**src/rtl/vol_level_ctrl.sv**
```systemverilog
// Saturating volume-level controller: up/down buttons -> thermometer Data bus and binary Level.
// Optional hold-to-repeat is compiled in when VOL_AUTOREPEAT_EN is defined.
module vol_level_ctrl #(
  parameter int LEVELS       = 8,
  parameter int INIT_LEVEL   = 0,
  parameter int REPEAT_DELAY = 16,
  parameter int REPEAT_RATE  = 4
) (
  input  logic                         Clk,
  input  logic                         Reset,
  input  logic                         Vol_up,
  input  logic                         Vol_down,
  input  logic                         Mute,
  output logic [LEVELS-1:0]            Data,
  output logic [$clog2(LEVELS+1)-1:0]  Level,
  output logic                         At_max,
  output logic                         At_min,
  output logic                         Step_pulse,
  output logic [1:0]                   Dbg_state
);

  localparam int LW = $clog2(LEVELS + 1);
  localparam logic [LW-1:0] L_MAX  = LW'(LEVELS);
  localparam logic [LW-1:0] L_INIT = LW'(INIT_LEVEL);

  if (LEVELS < 2 || LEVELS > 32) begin : g_bad_levels
    $error("vol_level_ctrl: LEVELS must be in 2..32");
  end
  if (INIT_LEVEL < 0 || INIT_LEVEL > LEVELS) begin : g_bad_init
    $error("vol_level_ctrl: INIT_LEVEL must be in 0..LEVELS");
  end
  if (REPEAT_DELAY < 2 || REPEAT_RATE < 1 || REPEAT_RATE > REPEAT_DELAY) begin : g_bad_repeat
    $error("vol_level_ctrl: need REPEAT_DELAY >= 2 and 1 <= REPEAT_RATE <= REPEAT_DELAY");
  end

  typedef enum logic [1:0] {
    IDLE      = 2'd0,
    UP_HOLD   = 2'd1,
    DOWN_HOLD = 2'd2,
    RELEASE   = 2'd3
  } state_t;

  state_t            r_state;
  state_t            w_state_next;
  logic [LW-1:0]     r_level;
  logic [LW-1:0]     w_level_next;
  logic [LEVELS-1:0] r_data;
  logic              r_at_max;
  logic              r_at_min;
  logic              r_step;
  logic              w_inc;
  logic              w_dec;
  logic              w_rpt_fire;

  function automatic logic [LEVELS-1:0] therm(input logic [LW-1:0] lvl);
    logic [LEVELS-1:0] t;
    for (int i = 0; i < LEVELS; i++) begin
      t[i] = (i < int'(lvl));
    end
    return t;
  endfunction

`ifdef VOL_AUTOREPEAT_EN
  localparam int CW = $clog2(REPEAT_DELAY + 1);
  logic [CW-1:0] r_cnt;

  // Counter value j-1 at the j-th edge after the initial step, so the first
  // repeat lands REPEAT_DELAY cycles later; reloading to DELAY-RATE spaces the rest.
  assign w_rpt_fire = (r_cnt == CW'(REPEAT_DELAY - 1));

  always_ff @(posedge Clk) begin
    if (Reset) begin
      r_cnt <= '0;
    end else if ((r_state == UP_HOLD   && w_state_next == UP_HOLD) ||
                 (r_state == DOWN_HOLD && w_state_next == DOWN_HOLD)) begin
      r_cnt <= w_rpt_fire ? CW'(REPEAT_DELAY - REPEAT_RATE) : r_cnt + 1'b1;
    end else begin
      r_cnt <= '0;
    end
  end
`else
  assign w_rpt_fire = 1'b0;
`endif

  always_comb begin
    w_state_next = r_state;
    w_inc        = 1'b0;
    w_dec        = 1'b0;
    case (r_state)
      IDLE: begin
        if (Vol_up && !Vol_down) begin
          w_inc        = 1'b1;
          w_state_next = UP_HOLD;
        end else if (Vol_down && !Vol_up) begin
          w_dec        = 1'b1;
          w_state_next = DOWN_HOLD;
        end else if (Vol_up && Vol_down) begin
          w_state_next = RELEASE;
        end
      end
      UP_HOLD: begin
        if (!Vol_up)       w_state_next = IDLE;
        else if (Vol_down) w_state_next = RELEASE;
        else               w_inc        = w_rpt_fire;
      end
      DOWN_HOLD: begin
        if (!Vol_down)   w_state_next = IDLE;
        else if (Vol_up) w_state_next = RELEASE;
        else             w_dec        = w_rpt_fire;
      end
      default: begin
        if (!Vol_up && !Vol_down) w_state_next = IDLE;
      end
    endcase
  end

  // Saturate at both ends; a blocked step leaves the level (and strobe) untouched.
  always_comb begin
    w_level_next = r_level;
    if (w_inc && r_level != L_MAX)       w_level_next = r_level + 1'b1;
    else if (w_dec && r_level != '0)     w_level_next = r_level - 1'b1;
  end

  always_ff @(posedge Clk) begin
    if (Reset) begin
      r_state  <= RELEASE;
      r_level  <= L_INIT;
      r_data   <= therm(L_INIT);
      r_at_max <= (L_INIT == L_MAX);
      r_at_min <= (L_INIT == '0);
      r_step   <= 1'b0;
    end else begin
      r_state  <= w_state_next;
      r_level  <= w_level_next;
      r_data   <= Mute ? '0 : therm(w_level_next);
      r_at_max <= (w_level_next == L_MAX);
      r_at_min <= (w_level_next == '0);
      r_step   <= (w_level_next != r_level);
    end
  end

  assign Data       = r_data;
  assign Level      = r_level;
  assign At_max     = r_at_max;
  assign At_min     = r_at_min;
  assign Step_pulse = r_step;
  assign Dbg_state  = r_state;

endmodule

```
**config.mk**
```make
export PLATFORM = sky130hd
export DESIGN_NAME = vol_level_ctrl
export DESIGN_NICKNAME = d
export VERILOG_FILES = /design/src/rtl/vol_level_ctrl.sv
export SDC_FILE = /design/constraint.sdc
export NUM_CORES = 1
export LEC_CHECK = 0
export ABC_AREA = 1
export ABC_CLOCK_PERIOD_IN_PS = 2500
export BUFFER_PORTS_ARGS = -buffer_cell sky130_fd_sc_hd__buf_2
export CAP_MARGIN = 20
export CORE_ASPECT_RATIO = 0.9
export CORE_UTILIZATION = 55
export CTS_CLUSTER_DIAMETER = 60
export CTS_CLUSTER_SIZE = 12
export DETAILED_ROUTE_END_ITERATION = 8
export GPL_ROUTABILITY_DRIVEN = 0
export PLACE_DENSITY_LB_ADDON = 0.1
export SKIP_CTS_REPAIR_TIMING = 1
export SYNTH_ARGS = -nofsm -noshare
export SYNTH_HDL_FRONTEND = slang
export SYNTH_SLANG_ARGS = --single-unit
```
**constraint.sdc**
```tcl
create_clock -name Clk -period 2.5 [get_ports Clk]
set_clock_uncertainty 0.1 [all_clocks]
set_input_delay 0.125 -clock Clk [delete_from_list [all_inputs] [get_ports Clk]]
set_output_delay 0.125 -clock Clk [all_outputs]
set_load 0.01 [all_outputs]
```
## Word-level counts from Yosys, hierarchy flattened

Index checks and enable logic that the tools add are counted.

| operators by class | value |
|---|---|
| muxes and demuxes | 16 |
| magnitude comparators | 8 |
| shift-type cells | 0 |
| reduce and logical (&&, ||, !) cells | 14 |
| div/mod/pow operators | 0 |
| bitwise gates (word level) | 0 |
| $mul | 0 |
| add/sub/neg operators | 2 |
| eq/ne operators | 8 |

Operator list:

| kind | number |
|---|---|
| < comparator 3 x 4 -> 1 bit (first input constant) | 4 |
| two-way mux 2 bit | 8 |
| < comparator 1 x 4 -> 1 bit (first input constant) | 2 |
| < comparator 2 x 4 -> 1 bit (first input constant) | 2 |
| two-way mux 4 bit | 2 |
| inequality test 4 bit (second input constant) | 2 |
| nonzero test 4 bit | 2 |
| logical AND 1 bit | 6 |
| inequality test 3 bit (second input constant) | 2 |
| case mux 2 bit (3 select lines) | 1 |
| two-way mux 1 bit | 5 |
| adder 4 x 1 -> 4 bit (second input constant) | 1 |
| equality test 4 bit (second input constant) | 1 |
| logical NOT 4 bit | 1 |
| inequality test 4 bit | 1 |
| AND reduction 4 bit | 1 |
| subtractor 4 x 1 -> 4 bit (second input constant) | 1 |
| equality test 2 x 1 -> 1 bit (second input constant) | 1 |
| equality test 2 bit (second input constant) | 1 |
| logical NOT 1 bit | 2 |
| logical NOT 2 bit | 1 |
| OR reduction 2 bit | 1 |

| word-level totals | value |
|---|---|
| bits in writable memories | 0 |
| input bits | 5 |
| output and inout port bits | 17 |
| bits in latches | 0 |
| memory bits (read-only) | 0 |
| memories | 0 |
| logic and storage cells | 54 |
| register bits | 17 |

## Depth between registers and ports, before layout

Gate-level depths: netlist (run 1).

| logic depth | value |
|---|---|
| depth after elaboration | 9 |
| depth in mapped cells | 13 |
| gate-level depth less buffers | 13 |

## Least setup slack after synthesis (run 1)

Ideal clock, no wire load.

| path | value |
|---|---|
| path type | register to register |
| start | reg r_level[0], in the netlist Level[0] |
| end | reg r_data[4], in the netlist Data[4] |
| stages on the path, launching flop included | 13 |
| setup time | 0.113 ns |
| required time | 2.287 ns |
| arrival | 1.505 ns |
| path buffers | 0 |
| setup slack | 0.782 ns |
| clock period less this slack | 1.718 ns |
| cells stage by stage | dfxtp_1 -> inv_1 -> ha_1 -> inv_1 -> nor2_2 -> nand2_2 -> nand2_4 -> nand2_1 -> nand3_1 -> nand2_2 -> nand2_1 -> nor2_1 -> nor2_1 |

| between the ends | value |
|---|---|
| word-level cells in the longest chain between the ends | 5 |
| elaborated cells on any way between the ends | 9 |
| those cells by class | add/sub (2); order compare (1); eq/ne (1); mux (2); reduce/logical (3) |

RTL lines:

| element | RTL line | source |
|---|---|---|
| from (decl) | 45 | `logic [LW-1:0] r_level;` |
| from (signal assigned) | 134 | `r_level <= w_level_next;` |
| parallel branches: the longest is 3 deep, another holds subtractor 4 x 1 -> 4 bit | -- |  |
| two-way mux 4 bit (*) | 120 | `if (w_inc && r_level != L_MAX) w_level_next = r_level + 1'b1;` |
| < comparator 3 x 4 -> 1 bit (*) | 58 | `t[i] = (i < int'(lvl));` |
| to (signal assigned) | 128 | `r_data <= therm(L_INIT);` |
| to (signal assigned) | 135 | `r_data <= Mute ? '0 : therm(w_level_next);` |
| to (decl) | 47 | `logic [LEVELS-1:0] r_data;` |

Every way passes the cells marked *.
A chain may end at the register's enable or synchronous reset.

## Worst setup path after layout (run 1)

| path | value |
|---|---|
| start | reg r_level[0], in the netlist Level[0] |
| end | reg r_data[5], in the netlist Data[5] |

Same word-level chain as after synthesis.

==> results of run 1 <==
layout make-up:
class                   count  area [sq um]  share of cell area
inverters                  19         71.32             0.06397
well taps                  22         27.53             0.02469
multi-input cells          90         534.3              0.4792
repair buffers             22         115.1              0.1033
clock buffers               4         26.28             0.02357
flip-flops and latches     17         340.3              0.3053
layer usage:
layer | global-route usage | part of all wire | routed length, microns
met5 | 0 | 0 | 0
met4 | 0.04706 | 0 | 0
met3 | 0.07391 | 0.046 | 81
met2 | 0.3257 | 0.47 | 838
met1 | 0.2842 | 0.48 | 854
path summary, 6_finish.rpt:
kind                                endpoint  cells past startpoint  slack, ns         start
worst max-delay path                 Data[5]                     12       0.64      Level[0]
worst min-delay path                 Data[2]                      4       0.05          Mute
worst max register to register       Data[5]                     12       0.64      Level[0]
worst min register to register  Dbg_state[1]                      2       0.54  Dbg_state[1]
per-stage QoR:
step	hold WS [ns]	cell area [sq um]	power [uW]
after floorplan	0.2430	949.7	500.2
after global placement	0.3116	1079	554.9
after detailed placement	0.3153	1079	561.2
after CTS	0.001183	1105	702.9
after global routing	0.04650	1115	751.0
final	0.04960	1115	699.6
logic make-up (layout without fill, tap and decap cells):
family,count (synthesis),in the layout,share of synthesized area
AND/OR/NAND/NOR,71,71,0.3873
adder cells (fa/ha/maj),7,7,0.09222
AO/OA/AOI/OAI,11,11,0.07378
XOR/XNOR,1,1,0.009224
buffers and inverters,20,45,0.07904
flip-flops,17,17,0.3584
placed cells by master (no fill, tap or decap), types with 2 or more instances in the layout:
cell	instances
a21oi_1	3
a21oi_2	2
buf_2	21
clkbuf_4	3
dfxtp_1	17
ha_1	7
inv_1	14
inv_2	4
nand2_1	22
nand2_2	7
nand2_4	4
nand3_1	11
nor2_1	20
o21ai_0	4
o21ai_2	2
registers in the layout (all words and copies together), names as in the netlist:
| signal | count |
|---|---|
| Level | 4 |
| At_min | 1 |
| Step_pulse | 1 |
| Dbg_state | 2 |
| At_max | 1 |
| Data | 8 |
tightest hold or removal path: cells and delay by family:
| kind | cells | cell delay (ns) |
|---|---|---|
| buf+inv | 1 | 0.07 |
| simple gates | 3 | 0.20 |
power by group through the flow:
stage / registers, uW / clock network (uW) / logic, uW
after floorplan: 348 / 0 / 152
after global placement: 335 / 0 / 220
after detailed placement: 337 / 0 / 224
after CTS: 330 / 147 / 226
after global routing: 335 / 160 / 256
final: 330 / 143 / 226
==> impl_metrics.json, run 1 <==
{
  "outcome": "finished, final reports clean",
  "period_minus_slack_ns": 1.864,
  "timing.final.crit_share": 0.7457,
  "diodes": 0,
  "yosys_warnings": 0,
  "finalHoldViolations": 0,
  "cpPeakStageDelay_ns": 0.40,
  "grt-ovfl-total": 0,
  "cts_tree": "done",
  "wl_per_cell_microns": 10.20,
  "power.share.combinational": 0.323,
  "tightest_slew_ns": 0.2967,
  "synth_top_cell_area_share": 0.3584,
  "path_cells": "inv_1, ha_1, inv_1, nor2_2, nand2_2, nand2_4, nand2_1, nand3_1, nand2_2, nand2_1, nor2_1, nor2_1",
  "yosysTopAreaCell": "dfxtp_1",
  "rows": 13,
  "grt_pass1_wl_mm": 2.994,
  "antenna_left": 0,
  "start_util": 0.6211,
  "async_flop_share": 0,
  "die_w_microns": 45.80,
  "fillCellCount": 141,
  "p_sw_uw": 255.8,
  "rsz0062_at_grt": "false",
  "coreArea_sq_mm": 0.001529,
  "clkSinkCount": 17,
  "numCtsBuffers": 3,
  "required_ns": 2.59,
  "pwr-share-seq": 0.472,
  "ys_seq_area_frac": 0.3584,
  "powerDensity_mw_per_mm2": 627.5,
  "cts.clk_slew.worst_paths_ns": 0.09,
  "fin_nets": 165,
  "cts-root-buf": "clkbuf_4",
  "drc": 0,
  "first_pass_iters": 4,
  "worst-path-max-fanout": 7,
  "crit_path_end_kind": "register",
  "clk_latency_ns": 0.28,
  "synthesis.area_sq_um": 949.7,
  "routed_wirelength_mm": 1.774,
  "antenna_found_initial": 0,
  "ctsHtreeMaxLevel": 1,
  "syn_to_final_growth_pct": 17.39,
  "num_io_pins": 22,
  "dominantRegCellSynth": "dfxtp_1",
  "port_buffers": 21,
  "fin_ws_ns": 0.6359,
  "hold_class": "primary input to register",
  "fin_cells": 174,
  "routed_via_density": 4.695,
  "synthDistinctLibCells": 23,
  "synthesis.nets": 139,
  "ir_drop_uv": 453.4,
  "cp.arrival_ns": 1.95,
  "p_leak_uw": 0.0006421,
  "cpMaxStageDelayCell": "dfxtp_1",
  "synth_edf_count": 0,
  "crit_family": "simple AND/OR/NAND/NOR gates",
  "cp_num_buf_inv": 2,
  "drt-initial-drc-count": 26,
  "maxSlewViolCount": 0,
  "grt_usage": 0.2120,
  "drive_above_1_share": 0.3224,
  "netlist_instances": 127,
  "dieHeight_microns": 41.42,
  "dp_cells": 169,
  "cp-start-kind": "register",
  "synthMostInstantiatedCell": "nand2_1",
  "tns_ns": 0,
  "cts_buffer_depth": 2,
  "dieArea_sq_mm": 0.001897,
  "pre_cts_ws_ns": 0.7000,
  "path_class": "register to register",
  "synthTopCellsByCount": "22 x nand2_1, 20 x nor2_1, 17 x dfxtp_1",
  "via_count": 817,
  "p_int_uw": 443.7,
  "clockPowerShare": 0.205,
  "grt_max_degree": 10,
  "cap_violations": 0,
  "synthTopCellsByArea": "dfxtp_1 36%, ha_1 9.2%, nand2_1 8.7%",
  "setup_viol": 0,
  "fin_util": 0.7291,
  "grt_pass1_vias": 733,
  "dp_hpwl_mm": 1.379,
  "postSynthAreaPerCell_sq_um": 7.478,
  "timing.fmax_ghz": 0.5364,
  "relSlewSlack": 0.8015,
  "swShare": 0.3657,
  "ys_ff_latch": 17
}
Power figures use the tool's default switching activity.
==> inputs of run 2 (changes only) <==
- ABC_AREA: 1 -> 0
- ABC_CLOCK_PERIOD_IN_PS: 2500 -> 1800
- CORE_UTILIZATION: 55 -> 50
- clock period: 2.5 -> 1.8 ns (I/O delays scaled with it)
==> run 2 against run 1 <==
The flow now finishes with violations (negative setup slack). Global-route usage up 3.0 points. Fmax down 2.8%. Critical path depth is 4 lower. Cell area increased by 12%. Register-to-register slack got worse by 0.75 ns. Worst hold slack better by 0.011 ns. Wire length rose by 21%. Cell count down 8.6%. Non-clock buffer count is 23 higher. Critical path type unchanged. Highest routed layer is now met4.
==> impl_metrics.json, run 2 <==
{
  "ir_drop_uv": 532.8,
  "coreArea_sq_mm": 0.001545,
  "reg2reg_to": "At_min",
  "tightest_slew_ns": 0.3476,
  "yosysTopAreaCell": "dfxtp_1",
  "powerDensity_mw_per_mm2": 540.1,
  "synthDistinctLibCells": 41,
  "hp-start": "Mute",
  "drt-initial-drc-count": 32,
  "hold_end": "Data[7]",
  "cts.clk_slew.worst_paths_ns": 0.09,
  "worst-path-max-fanout": 4,
  "crit_path_end_kind": "register",
  "placed_cell_area_sq_mm": 0.001189,
  "routed_wirelength_mm": 2.153,
  "antenna_found_initial": 0,
  "drc": 0,
  "synthesis.nets": 104,
  "cts-root-buf": "clkbuf_4",
  "diodes": 0,
  "ys_ff_latch": 17,
  "outcome": "finished, violations left",
  "grt_max_degree": 11,
  "drive_above_1_share": 0.4745,
  "first_pass_iters": 4,
  "start_util": 0.5668,
  "cap_violations": 0,
  "clk_latency_ns": 0.29,
  "cpPeakStageDelay_ns": 0.40,
  "dieHeight_microns": 41.71,
  "cp-start-kind": "register",
  "synthTopCellsByCount": "17 x dfxtp_1, 9 x nor2_1, 7 x ha_1",
  "dp_cells": 153,
  "crit_family": "compound AO/OA/AOI/OAI gates",
  "timing.fmax_ghz": 0.5213,
  "rsz0062_at_grt": "true",
  "via_count": 890,
  "grt-ovfl-total": 0,
  "grt_pass1_vias": 795,
  "layout_commonest_cell": "buf_4",
  "synthesis.area_sq_um": 875.8,
  "worstRegToRegCells": 8,
  "dominantRegCellSynth": "dfxtp_1",
  "fin_cells": 159,
  "async_flop_share": 0,
  "fin_ws_ns": -0.1182,
  "cts_tree": "done",
  "dp_hpwl_mm": 1.674,
  "rows": 13,
  "synthTopCellsByArea": "dfxtp_1 39%, ha_1 10%, nor2_1 3.9%",
  "synthMostInstantiatedCell": "dfxtp_1",
  "cp.arrival_ns": 2.01,
  "setup_viol": 10,
  "postSynthAreaPerCell_sq_um": 9.520,
  "violations": "negative setup slack",
  "required_ns": 1.89,
  "port_buffers": 21,
  "p_leak_uw": 0.0005823,
  "layout_common_cells": "23 x buf_4, 21 x buf_2, 14 x dfxtp_1",
  "clkSinkCount": 17,
  "num_io_pins": 22,
  "postLayoutCellArea_sq_mm": 0.001246,
  "ctsHtreeMaxLevel": 1,
  "routed_via_density": 5.597,
  "antenna_left": 0,
  "regToRegSetupSlack_ns": -0.12,
  "cpMaxStageDelayCell": "or3b_4",
  "timing.final.crit_share": 1.066,
  "cp_num_buf_inv": 2,
  "largest_reg_flops": 8,
  "ys_seq_area_frac": 0.3886,
  "path_cells": "inv_4, ha_4, or3b_4, o211ai_4, buf_4, o21ai_0, a22o_1, a31o_1",
  "grt_usage": 0.2419,
  "dieArea_sq_mm": 0.001923,
  "netlist_instances": 92,
  "synth_top_cell_area_share": 0.3886,
  "reg2reg_from": "Level[0]",
  "numCtsBuffers": 3,
  "wl_per_cell_microns": 13.54,
  "cts_buffer_depth": 2,
  "maxSlewViolCount": 0,
  "syn_to_final_growth_pct": 42.29,
  "relSlewSlack": 0.7653,
  "synth_edf_count": 0,
  "period_minus_slack_ns": 1.918,
  "yosys_warnings": 0,
  "grt_pass1_wl_mm": 3.415,
  "die_w_microns": 46.12,
  "fin_nets": 150,
  "hold_class": "primary input to register",
  "path_class": "register to register",
  "finalHoldViolations": 0,
  "holdPathStages": 3
}
==> run 2: cells by family after synthesis <==
| logic type | Yosys count | synth area share |
|---|---|---|
| buffers and inverters | 10 | 0.05284 |
| xor gates and xnor gates | 2 | 0.02000 |
| AOI/OAI and AO/OA | 26 | 0.2329 |
| and+or+nand+nor | 30 | 0.2057 |
| DFF | 17 | 0.3886 |
| adders and majority gates | 7 | 0.1000 |
==> run 2: per-stage QoR <==
step | setup TNS (ns) | hold slack (ns) | utilization | worst slack, ns | total power [uW]
floorplan | -0.01684 | 0.1987 | - | -0.008742 | 444.1
global placement | -0.4584 | 0.2554 | 0.7692 | -0.1064 | 474.5
detailed placement | -0.6839 | 0.2715 | 0.7692 | -0.1030 | 480.0
CTS | -0.8755 | -0.03392 | 0.7870 | -0.1194 | 670.6
global route | -1.569 | 0.06166 | 0.8065 | -0.1734 | 706.4
finish | -0.8558 | 0.06051 | 0.8065 | -0.1182 | 673.1
==> run 2: power breakdown <==
part | switching, uW | internal [uW] | leakage [uW] | total (uW)
logic | 46.9 | 42.7 | 0.000426 | 89.6
clock network | 115 | 82.6 | 0.0000177 | 198
registers | 6.17 | 379 | 0.000139 | 385
total | 169 | 505 | 0.000582 | 673
==> run 2: how the worst max path moves through the flow <==
stage | start | to | slack [ns] | cells past startpoint
floorplan | Dbg_state[1] | At_max | -0.009 | 6
CTS | Level[1] | At_min | -0.12 | 8
detailed placement | Level[1] | At_min | -0.10 | 8
global route | Level[0] | Data[6] | -0.17 | 8
finish | Level[0] | At_min | -0.12 | 8
global placement | Level[1] | At_min | -0.11 | 8
==> run 2: layout make-up <==
type,count,area (sq um)
multi-input combinational,65,529.3
timing repair buffer,45,287.8
fill,112,299.0
clock buffer,3,22.52
inverter,6,25.02
tap,22,27.53
sequential,17,349.1
clock inverter,1,5.005
==> run 2: worst min-delay path, stage by stage <==
cell and delay (ns):
buf_2 0.07, or2_2 0.18, nor2_1 0.06
==> run 2: routing by layer <==
layer,share of wire,GRT usage,vias to the layer above
li1,-,-,429
met3,0.046,0.07826,4
met5,0,0,-
met1,0.44,0.3159,429
met2,0.50,0.4028,28
met4,0.010,0.01176,0
==> inputs of run 3 (changes only) <==
- REMOVE_ABC_BUFFERS: unset -> 1
==> run 3 against run 2 <==
The run still ends with negative setup slack left. Cell area grew 0.10%. Register-to-register slack lost 0.02 ns. Combinational power grew 6.1%. Flip-flop and latch count is the same. Non-clock buffer count shrank 1. Global-route usage shrank 0.52 points. Wire length grew 17%. Critical path depth is the same. Core utilization grew 0.081 points. Largest power group unchanged.
==> impl_metrics.json, run 3 (same netlist as run 2, synthesis figures left out) <==
{
  "coreArea_sq_mm": 0.001545,
  "maxSlewViolCount": 0,
  "p_leak_uw": 0.0005667,
  "fin_nets": 149,
  "dieArea_sq_mm": 0.001923,
  "layout_commonest_cell": "buf_4",
  "clkSinkCount": 17,
  "reg2reg_to": "At_min",
  "routed_wirelength_mm": 2.515,
  "drc": 0,
  "cp-endpoint": "At_min",
  "powerDensity_mw_per_mm2": 553.0,
  "port_buffers": 21,
  "diodes": 0,
  "largest_reg_flops": 8,
  "dieHeight_microns": 41.71,
  "dp_hpwl_mm": 1.611,
  "layout_common_cells": "22 x buf_4, 21 x buf_2, 14 x dfxtp_1",
  "rows": 13,
  "routed_via_density": 5.772,
  "required_ns": 1.90,
  "timing.final.crit_share": 1.074,
  "grt_pass1_vias": 752,
  "hold_class": "primary input to register",
  "cap_violations": 0,
  "cp-start-kind": "register",
  "ir_drop_uv": 470.0,
  "timing.fmax_ghz": 0.5171,
  "outcome": "finished, violations left",
  "cts.clk_slew.worst_paths_ns": 0.10,
  "first_pass_iters": 4,
  "period_minus_slack_ns": 1.934,
  "ctsHtreeMaxLevel": 1,
  "antenna_found_initial": 0,
  "finalHoldViolations": 0,
  "drive_above_1_share": 0.4853,
  "numCtsBuffers": 3,
  "drt-initial-drc-count": 42,
  "regArea_sq_um": 344.1,
  "grt_usage": 0.2367,
  "fillCellCount": 105,
  "via_count": 912,
  "cts_tree": "done",
  "cts_buffer_depth": 2,
  "grt_pass1_wl_mm": 3.146,
  "power_uw": 689.8,
  "num_io_pins": 22,
  "fin_ws_ns": -0.1337,
  "syn_to_final_growth_pct": 42.43,
  "grt-ovfl-total": 0,
  "antenna_left": 0,
  "multi_input_area_sq_um": 546.8,
  "violations": "negative setup slack",
  "cts-root-buf": "clkbuf_4",
  "clk_latency_ns": 0.30,
  "worst-path-max-fanout": 6,
  "reg2reg_from": "Level[0]",
  "rsz0062_at_grt": "true",
  "wl_per_cell_microns": 15.92,
  "crit_path_end_kind": "register",
  "start_util": 0.5668,
  "grt_max_degree": 10,
  "path_class": "register to register",
  "worstRegToRegCells": 8,
  "tns_ns": -1.102,
  "setup.worst_path.start": "Level[0]",
  "cp.arrival_ns": 2.04,
  "tightest_slew_ns": 0.3154,
  "regToRegSetupSlack_ns": -0.13,
  "relSlewSlack": 0.7888,
  "setup_viol": 11,
  "die_w_microns": 46.12
}
==> run 3: cell count changes in the layout (fill, tap and decap cells not counted), sizes merged <==
| cell | change |
|---|---|
| buf | -1 |
| clkinv | -1 |
| clkbuf | +1 |
==> run 3: worst max-delay path, stage by stage, from the launching register on <==
cell	delay, ns
dfxtp_2	0.35
inv_2	0.05
ha_4	0.16
or3b_4	0.26
o211ai_4	0.09
o41ai_4	0.33
xnor2_1	0.15
buf_4	0.17
a31o_1	0.17
==> run 3: metal layers <==
| metal | GRT usage | vias to the layer above | part of all wire |
|---|---|---|---|
| li1 | - | 429 | - |
| met1 | 0.2555 | 422 | 0.39 |
| met2 | 0.3718 | 55 | 0.52 |
| met3 | 0.08696 | 6 | 0.067 |
| met4 | 0.1588 | 0 | 0.018 |
| met5 | 0 | - | 0 |
==> run 3: metrics by stage <==
stage | hold WS (ns) | instances | cell area, sq um | setup WS, ns | util
after floorplan | 0.06238 | 88 | 852.1 | -0.5275 | -
after global placement | 0.2656 | 153 | 1150 | -0.07767 | 0.7441
after detailed placement | 0.2760 | 153 | 1150 | -0.1392 | 0.7441
after CTS | -0.04310 | 157 | 1176 | -0.1558 | 0.7611
after global routing | 0.07749 | 158 | 1247 | -0.2098 | 0.8073
final | 0.07603 | 158 | 1247 | -0.1337 | 0.8073
==> run 3: worst min path at each step <==
| stage | endpoint | startpoint | depth (start not counted) | slack, ns |
|---|---|---|---|---|
| floorplan | Level[0] | Reset | 1 | 0.06 |
| global placement | Level[3] | Reset | 2 | 0.27 |
| detailed placement | Step_pulse | Reset | 2 | 0.28 |
| CTS | Step_pulse | Reset | 2 | -0.04 |
| global route | Data[5] | Mute | 3 | 0.08 |
| finish | Data[5] | Mute | 3 | 0.08 |
==> run 3: final cells by class <==
class	instances	share of cell area
tap	22	0.02207
inverter	6	0.01805
timing repair buffer	44	0.2247
clock buffer	4	0.02106
multi-input combinational	65	0.4383
sequential	17	0.2758
==> run 3: power breakdown <==
group | internal, uW | switching [uW] | total [uW]
registers | 382 | 6.66 | 389
clock network | 86.5 | 120 | 206
logic | 45.6 | 49.4 | 95.1
